`config.mk`:
```
export PLATFORM = sky130hd
export DESIGN_NAME = bin_to_bcd_seq
export DESIGN_NICKNAME = d
export VERILOG_FILES = /design/src/rtl/bin_to_bcd_seq_pkg.sv /design/src/rtl/bin_to_bcd_seq_add3.sv /design/src/rtl/bin_to_bcd_seq.sv
export SDC_FILE = /design/constraint.sdc
export NUM_CORES = 1
export LEC_CHECK = 0
export CORE_MARGIN = 3
export CORE_UTILIZATION = 49
export CTS_BUF_LIST = sky130_fd_sc_hd__clkbuf_4 sky130_fd_sc_hd__clkbuf_8
export DETAILED_ROUTE_END_ITERATION = 10
export PLACE_DENSITY = 0.78
export SLEW_MARGIN = 20
export SYNTH_ARGS = -nofsm -noshare
export SYNTH_HDL_FRONTEND = slang
export SYNTH_HIERARCHICAL = 1
export SYNTH_SLANG_ARGS = --single-unit
```
`constraint.sdc`:
```
create_clock -name clk -period 1.4 [get_ports clk]
set_input_delay 0.35 -clock clk [delete_from_list [all_inputs] [get_ports clk]]
set_output_delay 0.35 -clock clk [all_outputs]
set_load 0.01 [all_outputs]
```
`src/rtl/bin_to_bcd_seq_pkg.sv`:
```
// bin_to_bcd_seq_pkg: shared constants, state type and digit-count helper for the sequential binary-to-BCD converter
package bin_to_bcd_seq_pkg;
  localparam int BCD_W = 4;
  localparam int ADD3_THRESH = 5;
  typedef enum logic {IDLE, SHIFT} state_t;
  function automatic int min_bcd_digits(input int width);
    longint v;
    int n;
    v = (longint'(1) << width) - 1;
    n = 0;
    for (int i = 0; i < 20; i++) begin
      if (v > 0) begin
        n++;
        v = v / 10;
      end
    end
    return n < 1 ? 1 : n;
  endfunction
endpackage

```
`src/rtl/bin_to_bcd_seq_add3.sv`:
```
// bcd_add3_digit: combinational double-dabble corrector, d in -> q = d>=5 ? d+3 : d (4-bit, no carry out)
module bcd_add3_digit
  import bin_to_bcd_seq_pkg::*;
(
  input  logic [BCD_W-1:0] d,
  output logic [BCD_W-1:0] q
);
  assign q = d >= BCD_W'(ADD3_THRESH) ? d + BCD_W'(3) : d;
endmodule

```
`src/rtl/bin_to_bcd_seq.sv`:
```
// bin_to_bcd_seq: one-shift-per-clock double-dabble converter; in clk/rst_n/start/bin, out busy/valid/dig0..dig3/overflow
module bin_to_bcd_seq
  import bin_to_bcd_seq_pkg::*;
#(
  parameter int WIDTH      = 16,
  parameter int OUT_DIGITS = 4,
  parameter int BCD_DIGITS = 5
) (
  input  logic             clk,
  input  logic             rst_n,
  input  logic             start,
  input  logic [WIDTH-1:0] bin,
  output logic             busy,
  output logic             valid,
  output logic [3:0]       dig0,
  output logic [3:0]       dig1,
  output logic [3:0]       dig2,
  output logic [3:0]       dig3,
  output logic             overflow
);
  localparam int BW = BCD_DIGITS * BCD_W;
  localparam int OW = OUT_DIGITS * BCD_W;
  localparam int CW = $clog2(WIDTH + 1);
  state_t state, state_nxt;
  logic [WIDTH-1:0] sr;
  logic [BW-1:0] bcd, corr;
  logic [BW:0] sh;
  logic [CW-1:0] cnt;
  logic [OW-1:0] dig;
  logic last;
  if (BCD_DIGITS < min_bcd_digits(WIDTH) || OUT_DIGITS < 4 || OUT_DIGITS >= BCD_DIGITS) begin : g_bad
    $error("bin_to_bcd_seq: BCD_DIGITS too small or OUT_DIGITS out of range");
  end
  for (genvar i = 0; i < BCD_DIGITS; i++) begin : g_add3
    bcd_add3_digit u_add3 (.d(bcd[i*BCD_W +: BCD_W]), .q(corr[i*BCD_W +: BCD_W]));
  end
  assign sh = {corr, sr[WIDTH-1]};
  assign last = state == SHIFT && cnt == CW'(WIDTH - 1);
  assign busy = state == SHIFT;
  assign {dig3, dig2, dig1, dig0} = dig[4*BCD_W-1:0];
  always_ff @(posedge clk)
    state <= !rst_n ? IDLE : state_nxt;
  always_comb begin
    state_nxt = state;
    state_nxt = state == IDLE ? (start ? SHIFT : IDLE) : (last ? IDLE : SHIFT);
  end
  always_ff @(posedge clk) begin
    if (!rst_n) begin
      sr       <= '0;
      bcd      <= '0;
      cnt      <= '0;
      dig      <= '0;
      overflow <= 1'b0;
      valid    <= 1'b0;
    end else begin
      valid <= last;
      if (state == IDLE && start) begin
        sr  <= bin;
        bcd <= '0;
        cnt <= '0;
      end else if (state == SHIFT) begin
        sr  <= sr << 1;
        bcd <= sh[BW-1:0];
        cnt <= cnt + CW'(1);
      end
      if (last) begin
        dig      <= sh[OW-1:0];
        overflow <= |sh[BW:OW];
      end
    end
  end
endmodule

```
==> results of run 1 <==
-- final cells by class --
| type | count | area [sq um] |
|---|---|---|
| well taps | 72 | 90.1 |
| clock inverters | 5 | 100 |
| fillers | 388 | 1510 |
| inverters | 13 | 56.3 |
| multi-input cells | 233 | 1820 |
| flip-flops and latches | 60 | 1220 |
| repair buffers | 76 | 697 |
| clock buffers | 11 | 139 |
-- cells by family (layout without fill, tap and decap cells) --
| kind of cell | count (synthesis) | count (layout) | share of synthesized area [%] |
|---|---|---|---|
| buffers and inverters | 31 | 105 | 7.22 |
| XOR/XNOR | 8 | 8 | 2.39 |
| flip-flops | 60 | 60 | 41.0 |
| adder cells (fa/ha/maj) | 12 | 12 | 5.13 |
| multiplexers | 42 | 42 | 14.4 |
| AND/OR/NAND/NOR | 102 | 105 | 14.6 |
| AO/OA/AOI/OAI | 66 | 66 | 15.2 |
-- worst max path at each step --
stage	from	slack, ps	end
6_report	bcd[14]	-120	overflow
5_1_grt	bcd[5]	-160	dig[6]
4_1_cts	bcd[9]	3	dig[10]
3_5_place_dp	start	-230	sr[1]
3_3_place_gp	start	-170	sr[13]
2_1_floorplan	cnt[1]	-70	overflow
-- tightest hold or removal path, cell delays in order, from the launching register on --
cell and delay [ps]:
sky130_fd_sc_hd__dfxtp_1 310, sky130_fd_sc_hd__nand2_1 50, sky130_fd_sc_hd__a21boi_1 50
-- layer usage --
metal / GRT usage (%) / wire length, um / vias up
met3: 5.65 / 319 / 19
met1: 21.2 / 2980 / 1184
met2: 35.1 / 3820 / 62
li1: - / - / 1221
met5: 0 / 0 / -
met4: 9.51 / 200 / 0
-- flip-flops by register name (all words and copies together) (netlist names) --
| register | cells |
|---|---|
| overflow | 1 |
| sr | 16 |
| bcd | 20 |
| dig | 16 |
| valid | 1 |
| busy | 1 |
| cnt | 5 |
-- where the power goes --
part | switching [mW] | internal [mW]
sequential | 0.0260 | 1.75
clock | 0.693 | 1.22
combinational | 0.151 | 0.174
total | 0.871 | 3.14
-- placed cells by master (no fill, tap or decap), drive strengths merged --
cell           count
dfxtp             60
nand2             54
mux2i             41
buf               39
nor2              31
o21ai             28
a21oi             21
dlygate4sd2       19
clkdlybuf4s50     18
a21boi            16
inv               13
ha                12
clkbuf            11
nand2b            10
xnor2              6
and2               4
bufinv             3
and3               3
xor2               2
nor3               2
clkinv             2
nand4              1
a211oi             1
mux2               1
-- repair_timing --
action / in CTS / in global routing
pin swaps: 8 / 15
resized for setup: 50 / 45
setup endpoints to repair: 36 / 31
buffers inserted: 3 / 6
gates cloned: 2 / 1
==> impl_metrics.prom, run 1 <==
# TYPE chip_impl_metric gauge
chip_impl_info{name="run_status",value="complete, but fails checks"} 1
chip_impl_info{name="violations_in_the_final_reports",value="negative setup slack"} 1
chip_impl_metric{name="dp.cells",unit=""} 442
chip_impl_metric{name="flow.area_growth_from_synthesis",unit="%"} 41.0
chip_impl_metric{name="synth_cell_type_count",unit=""} 32
chip_impl_metric{name="critPathMaxFanout",unit=""} 5
chip_impl_metric{name="worstMarginPinSlew",unit="ps"} 486
chip_impl_info{name="synth.largest_area_cell",value="sky130_fd_sc_hd__dfxtp_1"} 1
chip_impl_metric{name="power-per-cell-area",unit="mW/mm^2"} 972
chip_impl_metric{name="power.ir.vdd_worst",unit="V"} 0.000779
chip_impl_metric{name="drc",unit=""} 0
chip_impl_info{name="critical_path_class",value="reg2reg"} 1
chip_impl_metric{name="cts_buffer_depth",unit=""} 2
chip_impl_metric{name="std_cell_rows",unit=""} 27
chip_impl_metric{name="start_util",unit="%"} 51.9
chip_impl_info{name="r2r-end",value="overflow"} 1
chip_impl_metric{name="design.portCount",unit=""} 38
chip_impl_metric{name="n_antenna_cell",unit=""} 0
chip_impl_metric{name="setup_ws",unit="ps"} -115
chip_impl_metric{name="synth-async-reset-ratio",unit="%"} 0
chip_impl_metric{name="final-max-slew-violation-count",unit=""} 0
chip_impl_metric{name="count_of_buffers_inserted_at_the_top_level_ports",unit=""} 37
chip_impl_info{name="crit_slowest_cell",value="sky130_fd_sc_hd__dfxtp_1"} 1
chip_impl_metric{name="grt_max_degree",unit=""} 35
chip_impl_metric{name="synth_nets",unit=""} 352
chip_impl_metric{name="post_synthesis_instance_total",unit=""} 321
chip_impl_metric{name="syn-mean-instance-area",unit="sq um"} 9.12
chip_impl_metric{name="cts.sink_count",unit=""} 60
chip_impl_metric{name="reg2regPathDepth",unit=""} 5
chip_impl_info{name="whs_endpoint",value="dig[4]"} 1
chip_impl_info{name="yosys-top-cells-count",value="sky130_fd_sc_hd__dfxtp_1, sky130_fd_sc_hd__nand2_1, sky130_fd_sc_hd__mux2i_1"} 1
chip_impl_metric{name="grt_remaining_overflow",unit=""} 0
chip_impl_metric{name="clock.fmax",unit="GHz"} 0.660
chip_impl_metric{name="wire_length_of_the_first_global_routing_pass",unit="um"} 11000
chip_impl_metric{name="fin_setup_tns",unit="ps"} -549
chip_impl_metric{name="cts_buffers",unit=""} 9
chip_impl_info{name="cp_cell_sequence",value="o21ai_0 -> nand2_1 -> o21ai_2 -> nor3_2 -> a21oi_2"} 1
chip_impl_metric{name="finalNonFillerCells",unit=""} 470
chip_impl_metric{name="max-slew-margin-rel",unit="%"} 67.3
chip_impl_metric{name="final_worst_hold_slack",unit="ps"} 450
chip_impl_metric{name="drt-vias-per-instance",unit=""} 5.29
chip_impl_metric{name="drtAntennaViolNets",unit=""} 0
chip_impl_info{name="synth_flop_cell",value="sky130_fd_sc_hd__dfxtp_1"} 1
chip_impl_metric{name="drt_iter0_markers",unit=""} 107
chip_impl_metric{name="critical_path.n_buffers_inverters",unit=""} 0
chip_impl_info{name="start_kind",value="flip-flop"} 1
chip_impl_metric{name="detail_routed_net_length_per_standard_cell",unit="um"} 15.6
chip_impl_metric{name="critPathArrivalTime",unit="ps"} 1740
chip_impl_metric{name="ys_seq_area_share",unit="%"} 41.0
chip_impl_metric{name="fin_worst_skew",unit="ps"} 7.71
chip_impl_metric{name="ff2ff_setup_slack",unit="ps"} -120
chip_impl_info{name="cts_root_buf",value="sky130_fd_sc_hd__clkbuf_8"} 1
chip_impl_metric{name="hold_viol",unit=""} 0
chip_impl_metric{name="die_y",unit="um"} 83.3
chip_impl_metric{name="fin_total_pwr",unit="mW"} 4.01
chip_impl_metric{name="synth_warnings",unit=""} 6
chip_impl_metric{name="layout.cell_area.non_filler",unit="sq mm"} 0.00413
chip_impl_metric{name="fp.dieW",unit="um"} 83.3
chip_impl_metric{name="grt_pass1_vias",unit=""} 2460
chip_impl_metric{name="total_number_of_cells_along_the_worst_setup_path",unit=""} 5
chip_impl_metric{name="firstDrtPassIters",unit=""} 4
chip_impl_metric{name="worst_hold_path.num_cells",unit=""} 2
chip_impl_metric{name="postSynthRegisterBits",unit=""} 60
chip_impl_metric{name="report.final.setup_viol",unit=""} 14
chip_impl_metric{name="max_cap_violations",unit=""} 0
chip_impl_metric{name="clk_pin_slew",unit="ps"} 70
chip_impl_info{name="unrepaired_setup_endpoints_after_global_routing",value="true"} 1
chip_impl_info{name="post_synth_main_area_contributors",value="sky130_fd_sc_hd__dfxtp_1, sky130_fd_sc_hd__mux2i_1, sky130_fd_sc_hd__nand2_1"} 1
chip_impl_info{name="critical_path.top_delay_family",value="flip-flops"} 1
chip_impl_info{name="cp-end-kind",value="flip-flop"} 1
chip_impl_info{name="cts_tree",value="done"} 1
chip_impl_info{name="rr_startpoint",value="bcd[14]"} 1
chip_impl_metric{name="final_layout_size_suffix_gt1_share",unit="%"} 32.9
chip_impl_metric{name="critical-path-max-stage-delay",unit="ps"} 480
chip_impl_info{name="leading_cell_type_by_number_of_instances_after_synthesis",value="sky130_fd_sc_hd__dfxtp_1"} 1
chip_impl_metric{name="required",unit="ps"} 1620
chip_impl_metric{name="leakage",unit="nW"} 1.72
chip_impl_metric{name="synth_top_area_share",unit="%"} 41.0
chip_impl_metric{name="num_vias",unit=""} 2486
chip_impl_metric{name="cts.htree.levels",unit=""} 3
chip_impl_info{name="worst_hold_startpoint",value="dig[4]"} 1
chip_impl_metric{name="pre_cts_ws",unit="ps"} -231
chip_impl_metric{name="final_nets",unit=""} 424
chip_impl_metric{name="post_synth_design_cell_area",unit="sq mm"} 0.00293
chip_impl_metric{name="synth_enable_flop_cells",unit=""} 0
chip_impl_metric{name="drt-total-wl",unit="um"} 7320
chip_impl_metric{name="dpl_cell_area",unit="sq mm"} 0.00352
chip_impl_metric{name="design.die.area",unit="sq mm"} 0.00694
chip_impl_metric{name="holdBufCountCts",unit=""} 0
chip_impl_metric{name="final_core_util",unit="%"} 73.2
chip_impl_info{name="worst_hold_path_type",value="reg2reg"} 1
chip_impl_metric{name="finalWorstPathRequiredPeriod",unit="ps"} 1520
chip_impl_metric{name="grt_usage",unit="%"} 19.7
chip_impl_metric{name="clock_latency",unit="ps"} 350
chip_impl_metric{name="place.gp.congestion",unit=""} 0.817
chip_impl_metric{name="place_hpwl",unit="um"} 4090
chip_impl_metric{name="floorplan.core_area",unit="sq mm"} 0.00564
chip_impl_metric{name="post-route-period-util",unit="%"} 108
chip_impl_metric{name="number_of_antenna_violations_at_the_first_check_in_global_routing",unit=""} 0
No activity file was read; power rests on OpenSTA's default activity.
==> run 2, diff against run 1 <==
--- a/config.mk
+++ b/config.mk
@@ -8,6 +8,7 @@
 export CORE_MARGIN = 3
 export CORE_UTILIZATION = 49
 export CTS_BUF_LIST = sky130_fd_sc_hd__clkbuf_4 sky130_fd_sc_hd__clkbuf_8
+export CTS_CLUSTER_SIZE = 20
 export DETAILED_ROUTE_END_ITERATION = 10
 export PLACE_DENSITY = 0.78
 export SLEW_MARGIN = 20
==> results of run 2 <==
Same layout as run 1: the final DEF is identical, and so are final timing and power.
==> RTL change, RTL diff (settings of run 1) <==
The parameter `BCD_DIGITS` goes from 5 to 10.
--- a/src/rtl/bin_to_bcd_seq.sv
+++ b/src/rtl/bin_to_bcd_seq.sv
@@ -5,5 +5,5 @@
   parameter int WIDTH      = 16,
   parameter int OUT_DIGITS = 4,
-  parameter int BCD_DIGITS = 5
+  parameter int BCD_DIGITS = 10
 ) (
   input  logic             clk,
Formal check against the unedited RTL: no difference found for any inputs over 10 cycles, from zero or initial values and one cycle with rst_n low; that may be too few to reach the edited logic, so the function may still have changed.
==> RTL change against run 1 <==
  * The run still ends with setup timing left
  * Cell area grew 47%
  * Routed wire length is 43% higher
  * Area after synthesis increased by 43%
  * Critical path depth increased by 3
  * Synthesized cell count grew 51%
  * Sequential share of layout area decreased by 2.6 points
  * Total power increased by 12%
  * Cell count up 48%
  * Sequential cell count is 20 higher
  * Fmax is 19% lower
  * Global-route usage is 0.30 points higher
  * Clock power down 6%
  * Setup slack worse by 350 ps
  * Critical path type unchanged
  * Highest routed layer unchanged
==> RTL change: results (changes against run 1) <==
stage,metric,value,unit,change
sta,finClkSkew,11.38,ps,+3.667 ps
critical_path,arrival,2090,ps,+350 ps
outcome,status,"finished, violations left",,
sta,layout_setup_ws,-469.4,ps,-354.1 ps
synthesis,synth-main-ff-cell,dfxtp_1,,
power,p_leak,2.541,nW,+47%
placement,place.gp.congestion,0.8047,,-1.5%
power,peakVddDrop,0.0004510,V,-42%
clocking,cts.clk_slew.worst_paths,100,ps,+30 ps
power,p_switching,0.001136,W,+30%
synthesis,synth.cells.most_frequent,"nand2_1 (88), dfxtp_1 (80), mux2i_1 (67), nor2_1 (56), o21ai_0 (27)",,
synthesis,synthMuxAreaShare,16.07,%,+1.7 points
placement,dpl.hpwl,6206,um,+52%
grt,use_met3,4.786,%,-0.87 points
synthesis,synthTopCellsByArea,"dfxtp_1 (38%), mux2i_1 (16%), nand2_1 (7.9%)",,
outcome,violations,setup timing,,
sta,setup_viol,28,,+14
grt,grt_util_met2,37.65,%,+2.5 points
detailed_routing,vias,3623,,+46%
placement,numPortBuffers,37,,unchanged
grt,grtUsageMet1,22.09,%,+0.88 points
finish,fill_cells,559,,+44%
grt,track_usage,20.00,%,+0.30 points
grt,grt_start_max_net_pins,36,,+2.9%
finish,reg_top3,"bcd: 40 flops, dig: 16 flops, sr: 16 flops",,
detailed_routing,drt-total-wl,10460,um,+43%
finish,finalNetCount,626,,+48%
finish,drive_gt1_share,36.27,%,+3.4 points
sta,tightestPinTransition,360.1,ps,-125.7 ps
grt,grt_pass1_wl,16000,um,+46%
placement,placed_area,5007,sq um,+42%
synthesis,yosysSeqAreaShare,38.38,%,-2.6 points
synthesis,yosysUniqueCellTypes,30,,-6.3%
critical_path,critPathSlowestCell,or4_4,,
synthesis,synth_top_area_share,38.38,%,-2.6 points
synthesis,synth-xor-area-share,2.729,%,+0.34 points
synthesis,synth-adder-area-share,6.597,%,+1.5 points
critical_path,worstPathMaxFanout,3,,-2
synthesis,synth_fp_nets,526,,+49%
synthesis,synth_compound_area_share,10.19,%,-5.0 points
detailed_routing,drt-initial-drc-count,126,,+18%
RTL change: path summary, 6_finish.rpt:
kind	start	to	slack [ps]	cells after the start
worst min register to register	dig[5]$_SDFFE_PN0P_	dig[5]$_SDFFE_PN0P_	460	2
worst max-delay path	bcd[21]$_SDFFE_PP0P_	overflow$_SDFFE_PN0P_	-470	8
worst max register to register	bcd[21]$_SDFFE_PP0P_	overflow$_SDFFE_PN0P_	-470	8
worst min-delay path	dig[5]$_SDFFE_PN0P_	dig[5]$_SDFFE_PN0P_	460	2
RTL change: through the flow:
stage / power [W] / setup TNS, ps / worst slack, ps / util (%) / instances
floorplan: 0.002613 / -380.3 / -380.3 / - / 485
global placement: 0.002717 / -11770 / -417.0 / 60.64 / 656
detailed placement: 0.002726 / -13440 / -487.9 / 60.64 / 656
CTS: 0.004520 / -885.1 / -482.5 / 68.08 / 689
global route: 0.004656 / -4179 / -560.6 / 73.64 / 695
finish: 0.004479 / -1848 / -469.4 / 73.64 / 695
RTL change: power groups by stage:
| stage | logic, W | registers (W) | clock network (W) |
|---|---|---|---|
| global route | 0.000385 | 0.00233 | 0.00194 |
| global placement | 0.000335 | 0.00238 | 0 |
| CTS | 0.000347 | 0.00233 | 0.00184 |
| finish | 0.000354 | 0.00233 | 0.00180 |
| detailed placement | 0.000343 | 0.00238 | 0 |
| floorplan | 0.000234 | 0.00238 | 0 |
RTL change: timing repair:
item,CTS,global route
endpoints found under the setup margin,47,45
pin swaps,20,34
cloned,1,0
setup buffers,17,13
gates resized for setup,88,93
RTL change: layout make-up:
type / count / area, sq um / share of cell area [%]
clock buffer: 9 / 123.9 / 2.037
sequential: 80 / 1642 / 27.00
tap: 105 / 131.4 / 2.160
clock inverter: 7 / 88.84 / 1.461
multi-input combinational: 361 / 2983 / 49.05
inverter: 22 / 102.6 / 1.687
timing repair buffer: 111 / 1010 / 16.60
RTL change: critical path, delay by kind of cell, from the launching register on:
family | cells | cell delay, ps
simple gates | 3 | 760
xor+xnor | 1 | 100
fa+ha+maj | 1 | 140
flops | 1 | 360
buf+inv | 1 | 50
compound gates | 2 | 320
RTL change: logic make-up after synthesis:
logic type | after synthesis
and+or+nand+nor | 193
DFF | 80
muxes | 67
xor gates and xnor gates | 13
AOI/OAI and AO/OA | 66
adders and majority gates | 22
buffers and inverters | 44
RTL change: metal layers:
layer / vias up / routed length, um
li1: 1813 / -
met1: 1734 / 4226
met2: 61 / 5758
met3: 15 / 331
met4: 0 / 143
met5: - / 0
